<file path="src/rtl/count_seq_ctrl.sv">
// count_seq_ctrl: sequences a 4-bit counter through a programmed number of count passes per start.
//   clk      system clock, shared with the counter
//   r        asynchronous active-high reset
//   start    run request, accepted in IDLE or ERR
//   passes   passes per run, 0 = 2**WIDTH_P
//   stop_val terminal counter value for each pass
//   hold     pause: counter disabled, watchdog frozen
//   abort    cancel from any non-IDLE state
//   q_in     counter Q[3:0]
//   cnt_r    counter preset request (counter goes to 4'hF)
//   EC       counter enable, active-low
//   busy     high in CLR/RUN
//   done     one-cycle pulse at end of the last pass
//   err      watchdog error, held until start or r
//   pass_cnt passes completed in the current/last run
module count_seq_ctrl #(
    parameter int WIDTH_P  = 8,
    parameter int WDOG_LIM = 16
) (
    input  logic               clk,
    input  logic               r,
    input  logic               start,
    input  logic [WIDTH_P-1:0] passes,
    input  logic [3:0]         stop_val,
    input  logic               hold,
    input  logic               abort,
    input  logic [3:0]         q_in,
    output logic               cnt_r,
    output logic               EC,
    output logic               busy,
    output logic               done,
    output logic               err,
    output logic [WIDTH_P-1:0] pass_cnt
);
    localparam int WW = (WDOG_LIM > 1) ? $clog2(WDOG_LIM) : 1;
    typedef enum logic [1:0] {IDLE, CLR, RUN, ERR} state_t;
    state_t             state, state_nx;
    logic [WW-1:0]      wdog;
    logic [WIDTH_P-1:0] passes_q, pass_inc;
    logic [3:0]         stop_q;
    logic               kill, accept, match, last;
    assign pass_inc = pass_cnt + WIDTH_P'(1);
    assign kill     = abort && state != IDLE;
    assign accept   = start && !kill && (state == IDLE || state == ERR);
    // a match only counts while the counter is actually enabled this edge
    assign match    = state == RUN && !EC && q_in == stop_q;
    // wraps modulo 2**WIDTH_P, so passes=0 ends after the full 2**WIDTH_P passes
    assign last     = pass_inc == passes_q;
    always_comb begin
        state_nx = state;
        if (kill) state_nx = IDLE;
        else if (accept) state_nx = CLR;
        else if (state == CLR) state_nx = RUN;
        else if (match) state_nx = last ? IDLE : CLR;
        else if (state == RUN && !EC && wdog == WW'(WDOG_LIM - 1)) state_nx = ERR;
    end
    // outputs are registered from the next state so they line up with it
    always_ff @(posedge clk or posedge r) begin
        if (r) begin
            state    <= IDLE;
            cnt_r    <= 1'b1;
            EC       <= 1'b1;
            busy     <= 1'b0;
            done     <= 1'b0;
            err      <= 1'b0;
            pass_cnt <= '0;
            wdog     <= '0;
            passes_q <= '0;
            stop_q   <= '0;
        end else begin
            state <= state_nx;
            cnt_r <= state_nx == CLR;
            EC    <= !(state_nx == RUN && !hold);
            busy  <= state_nx == CLR || state_nx == RUN;
            done  <= match && last && !kill;
            err   <= state_nx == ERR;
            if (accept) begin
                passes_q <= passes;
                stop_q   <= stop_val;
                pass_cnt <= '0;
            end else if (match && !kill) begin
                pass_cnt <= pass_inc;
            end
            if (state == CLR) wdog <= '0;
            else if (state == RUN && !EC && !match) wdog <= wdog + WW'(1);
        end
    end
endmodule

</file>
<file path="config.mk">
export PLATFORM = sky130hd
export DESIGN_NAME = count_seq_ctrl
export DESIGN_NICKNAME = d
export VERILOG_FILES = /design/src/rtl/count_seq_ctrl.sv
export SDC_FILE = /design/constraint.sdc
export NUM_CORES = 1
export LEC_CHECK = 0
export CAP_MARGIN = 15
export CORE_UTILIZATION = 55
export DETAILED_ROUTE_END_ITERATION = 7
export HOLD_SLACK_MARGIN = 0.02
export PLACE_DENSITY_LB_ADDON = 0.15
export SYNTH_ARGS = -nofsm -noshare
export SYNTH_HDL_FRONTEND = slang
export SYNTH_SLANG_ARGS = --single-unit
</file>
<file path="constraint.sdc">
create_clock -name clk -period 3.6 [get_ports clk]
set_input_delay 0.72 -clock clk [delete_from_list [all_inputs] [get_ports clk]]
set_output_delay 0.72 -clock clk [all_outputs]
set_load 0.01 [all_outputs]
</file>
After elaboration in Yosys (flattened, before gate mapping). Cells that the tools add are included.

Memories kept: 0. Latch bits: 0. Output and inout port bits: 13. Bits in read-only memories: 0. Memory bits (writable): 0. Input port bits: 21. Logic and storage cells: 53. Register bits after elaboration: 31.

Reduce and logical (&&, ||, !) cells: 22. $lt $le $gt $ge: 0. Mux-type cells: 10. Multipliers: 0. Bitwise operators: 0. Equality and inequality tests: 9. Shifts and indexed selects: 0. Add/subtract/negate cells: 2. Divide/modulo/power cells: 0.

Operators with widths (count): 2-to-1 mux 8 bit (2); logical AND 1 bit (11); 2-to-1 mux 2 bit (5); adder 8 x 1 -> 8 bit (second input constant) (1); == test 2 bit (second input constant) (4); == test 8 bit (1); 2-to-1 mux 4 bit (2); nonzero test 2 bit (3); logical NOT 1 bit (5); adder 4 x 1 -> 4 bit (second input constant) (1); == test 2 x 1 -> 1 bit (second input constant) (2); == test 4 bit (1); == test 4 bit (second input constant) (1); logical NOT 2 bit (1); logical OR 1 bit (2); 2-to-1 mux 1 bit (1).

Logic depth before layout (Yosys ltp).
Depth in word-level cells: 11. Gate-level depth with buffers: 9. Gate-level depth less buffers: 8.

Least setup slack after synthesis. Ideal clock, no wire load.

Path kind: register -> register. From: register pass_cnt[0]. To: register busy. Cell stages (with the launch flop): 9. Setup slack: 1.439 ns. Buffers on the path: 0. Arrival time: 2.098 ns. Setup time: 0.063 ns. Path through: dfrtp_1 -> ha_1 -> xnor2_1 -> nand2_1 -> or4bb_1 -> a211oi_1 -> a21o_1 -> ha_1 -> inv_1.

Longest elaborated chain between the ends: 9. Elaborated cells on any way between the ends: 10. Those cells by class: add/sub: 1; eq/ne: 3; mux: 5; reduce/logical: 1.

Ends and longest elaborated chain: from (decl) (RTL line 33) `output logic [WIDTH_P-1:0] pass_cnt`; from (signal assigned) (RTL line 82) `pass_cnt <= pass_inc;`; adder 8 x 1 -> 8 bit (*) (RTL line 42) `assign pass_inc = pass_cnt + WIDTH_P'(1);`; == test 8 bit (*) (RTL line 48) `assign last = pass_inc == passes_q;`; 2-to-1 mux 1 bit (*) (RTL line 54) `else if (match) state_nx = last ? IDLE : CLR;`; 2-to-1 mux 2 bit (*) (RTL line 54); 2-to-1 mux 2 bit (*) (RTL line 53) `else if (state == CLR) state_nx = RUN;`; 2-to-1 mux 2 bit (*) (RTL line 52) `else if (accept) state_nx = CLR;`; 2-to-1 mux 2 bit (*) (RTL line 51) `if (kill) state_nx = IDLE;`; == test 2 x 1 -> 1 bit / == test 2 bit (equally long branches) (RTL line 74) `busy <= state_nx == CLR || state_nx == RUN;`; logical OR 1 bit (*) (RTL line 74); to (signal assigned) (RTL line 63) `busy <= 1'b0;`; to (signal assigned) (RTL line 74); to (decl) (RTL line 30) `output logic busy,`.

Every way passes the cells marked *; elsewhere a longest branch is shown, timed or not. A chain may end at the register's enable or synchronous reset.

Worst setup path in the final report.
From: input port start. To: register busy.

Longest elaborated chain between the ends: 6. Elaborated cells on any way between the ends: 7. Those cells by class: eq/ne: 2; mux: 2; reduce/logical: 3.

Ends and longest elaborated chain: from (decl) (RTL line 22) `input logic start,`; logical AND 1 bit (*) (2 in series) (RTL line 44) `assign accept = start && !kill && (state == IDLE || state == ERR);`; 2-to-1 mux 2 bit (*) (RTL line 52); 2-to-1 mux 2 bit (*) (RTL line 51); == test 2 x 1 -> 1 bit / == test 2 bit (equally long branches) (RTL line 74); logical OR 1 bit (*) (RTL line 74).

Marked as above.

==> parameters.txt <==
Parameter                              Value

Power
  Switching fraction of total power ... 38.4%
  Relative contribution of combinational cells to total power ... 41.5%
  Portion of total power attributed to the clock network ... 18.3%
  Reported net switching power ... 493 µW
  Overall power consumption ... 1290 µW
  Internal portion of total power ... 792 µW
  Power per Cell Area ... 582 nW/µm²
  Cell leakage power ... 0.000988 µW
  Part of the total power dissipated in sequential elements ... 40.2%
  Worst IR Drop VDD ... 0.435 mV

Timing
  Post-layout minimum cycle time ... 2.54 ns
  Worst setup skew after layout ... 0.00898 ns
  TNS Setup ... 0 ns
  Post-route fraction of the period consumed by the critical path ... 70.5%
  Worst max-slew margin expressed relative to the limit ... 54.2%
  Max frequency ... 394 MHz
  RSZ-0062 raised after global routing ... no
  Number of failing hold endpoints at the final stage ... 0
  Transition time at the pin with the least slew margin ... 0.686 ns
  Final max-slew violation count ... 0
  Total of endpoints with negative setup slack in the final report ... 0

Worst hold path
  HP Start ... passes_q[5]$_DFFE_PP0P_
  HP Class ... reg -> reg
  Count of cells along the worst hold path ... 2
  Hold-critical path endpoint ... passes_q[5]$_DFFE_PP0P_

Drt
  Count of antenna-violating nets left after detailed routing ... 0
  Drt drc ... 0
  Routed vias ... 1558
  Routed wirelength normalized by instance count ... 14.6 µm
  Met3 Routed Length ... 240 µm
  Drt total wl ... 4090 µm
  Number of DRC violations after detailed-routing iteration 0 ... 134
  Ratio of routed vias to standard cells ... 5.58
  Met1 Routed Length ... 1810 µm
  Total length of routed met2 wires ... 1940 µm
  DRT Pass-1 Iters ... 4
  Max layer used ... met4

Critical path
  Worst-case reg-to-reg path depth ... 7
  Critical path startpoint ... start
  Data arrival time at the worst-slack endpoint ... 2.78 ns
  Max Fanout on Critical Path ... 13
  Worst setup path class ... in -> reg
  Critical R2R Launch ... pass_cnt[0]$_DFFE_PP0P_
  R2R Setup Slk ... 1.12 ns
  Critical path startpoint category ... input port
  Critical path required time ... 3.84 ns
  Capture point of the worst reg-to-reg path ... err$_DFF_PP0_
  Kind of capture point of the worst setup path ... flip-flop

Global route
  Pin count of the biggest net entering global routing ... 18
  Total GRT Usage ... 25.9%
  Vias in the first global route ... 1494
  Overflow after GRT ... 0
  Global-route wire length before repair ... 6640 µm
  Antenna violations before repair ... 0

Floorplan
  Width of the die ... 58.7 µm
  Area of the die ... 3450 µm²
  I/O pins ... 34
  Die height ... 58.7 µm
  Effective utilization at floorplan ... 58.0%
  Std-Cell Core Area ... 3050 µm²
  Row cnt ... 20

Clock network
  TritonCTS clock tree ... yes
  Total clock sinks ... 31
  Cts repair resizes ... 0
  Maximum number of buffers from clock root to sink ... 2
  CTS buffer count ... 5
  Clock slew at reported path FFs ... 0.10 ns
  Clock Latency Late Sink ... 0.33 ns
  Setup Fix Bufs, Post-CTS ... 0
  Master cell of the clock root buffer ... clkbuf_4
  CTS Hold Bufs ... 0
  Depth of the CTS H-tree ... 2

Layout
  Total area of sequential cells ... 778 µm²
  Net count reported at finish ... 263
  ANT cells ... 0
  Signed area change from the synthesized netlist to the final layout ... 24.9%
  Layout cell share with drive strength beyond 1 ... 6.81%
  Number of filler cells placed in the layout ... 255
  Multi-input logic area ... 925 µm²

Yosys
  Warnings, synthesis ... 0
  Register bit total from synthesis ... 31
  Cells after Synth ... 198
  Number of unique standard cell types used by synthesis ... 43
  EDFF count, synth ... 0
  Post-synthesis net count ... 227
  Part of the Yosys area used for sequential elements ... 44.0%
  Main synth FF type ... dfrtp_1
  Post-Synthesis Mean Instance Area ... 8.94 µm²
  Synthesized cell area ... 1770 µm²
  Share of synthesized registers carrying an async set or reset ... 100%

Flow run
  Max-cap viol count ... 0

Placement
  Half-perimeter wire length after placement ... 3050 µm
  Final weighted congestion in routability-driven placement ... 0.849
  Port Buf Inserts ... 33

Status
  Result of the run ... completed
-- Yosys cell counts, types with 2 or more instances --
| library cell | instances | area share (%) |
|---|---|---|
| a21oi_1 | 5 | 1.4 |
| a31oi_1 | 4 | 1.4 |
| a41oi_1 | 3 | 1.5 |
| and2_1 | 5 | 1.8 |
| and3_1 | 3 | 1.1 |
| buf_2 | 2 | 0.57 |
| clkbuf_1 | 3 | 0.64 |
| dfrtp_1 | 29 | 41 |
| dfstp_2 | 2 | 3.0 |
| ha_1 | 8 | 5.7 |
| inv_1 | 6 | 1.3 |
| nand2_1 | 45 | 9.5 |
| nand2b_1 | 5 | 1.8 |
| nand3_1 | 8 | 2.3 |
| nand4_1 | 3 | 1.1 |
| nor2_1 | 9 | 1.9 |
| nor2b_1 | 3 | 1.1 |
| o21ai_0 | 16 | 4.5 |
| o31ai_1 | 2 | 0.85 |
| or3_1 | 2 | 0.71 |
| xnor2_1 | 7 | 3.5 |
| xor2_1 | 7 | 3.5 |
-- kinds of logic (layout without fill, tap and decap cells) --
kind of cell | count (synthesis) | after routing | synth area share [%]
AO/OA/AOI/OAI | 39 | 39 | 14.1
XOR/XNOR | 14 | 14 | 6.93
adder cells (fa/ha/maj) | 8 | 8 | 5.66
buffers and inverters | 14 | 51 | 3.75
flip-flops | 31 | 31 | 44.0
AND/OR/NAND/NOR | 92 | 92 | 25.5
-- registers in the layout (all words and copies together) (netlist names) --
signal / flops
err: 1
stop_q: 4
passes_q: 8
cnt_r: 1
done: 1
busy: 1
state: 2
wdog: 4
pass_cnt: 8
EC: 1
-- cell usage in the layout (no fill, tap or decap), types with 6 or more instances in the layout --
cell             netlist  routed
nand2_1               45      45
nand3_1                8       8
o21ai_0               16      16
clkdlybuf4s50_1        0      33
nor2_1                 9       9
xor2_1                 7       7
ha_1                   8       8
xnor2_1                7       7
inv_1                  6       6
dfrtp_1               29      29
-- power groups by stage --
stage                     combinational, µW  sequential, µW  clock [µW]
final                                   533             517         235
after global routing                    599             528         257
after CTS                               534             517         239
after detailed placement                528             526           0
after global placement                  507             522           0
after floorplan                         361             516           0
-- worst max-delay path by stage --
stage                                end  depth (start not counted)  slack (ns)
after floorplan           busy$_DFF_PP0_                          8        1.44
after global placement    busy$_DFF_PP0_                          7        0.81
after detailed placement  busy$_DFF_PP0_                          7        0.74
after CTS                 busy$_DFF_PP0_                          7        1.10
after global routing       err$_DFF_PP0_                          7        0.89
final                     busy$_DFF_PP0_                          7        1.06
-- worst max-delay path, stage by stage --
cell and delay [ns]:
clkdlybuf4s50_1 0.46, nor2b_1 0.49, nand2_1 0.42, o31a_1 0.23
a21o_1 0.16, ha_1 0.27, inv_1 0.03
-- per-stage QoR --
step | area (µm²) | util [%] | cells | worst slack, ns | hold WS, ns
after floorplan | 1770 | - | 198 | 1.44 | 0.455
after global placement | 2140 | 70.1 | 271 | 0.809 | 0.482
after detailed placement | 2140 | 70.1 | 271 | 0.742 | 0.496
after CTS | 2210 | 72.4 | 279 | 1.10 | 0.519
after global routing | 2210 | 72.4 | 279 | 0.888 | 0.535
final | 2210 | 72.4 | 279 | 1.06 | 0.517
-- metal layers --
| layer | global-route usage, % | up-vias |
|---|---|---|
| met5 | 0 | - |
| met3 | 6.81 | 13 |
| li1 | - | 751 |
| met1 | 33.4 | 729 |
| met4 | 11.9 | 0 |
| met2 | 40.7 | 65 |
-- final cells by class --
cell class	instances	share of cell area (%)
multi-input cells	153	41.8
flip-flops and latches	31	35.2
repair buffers	37	16.3
clock buffers	8	3.11
well taps	44	2.49
inverters	6	1.02
Power figures use the tool's default switching activity.
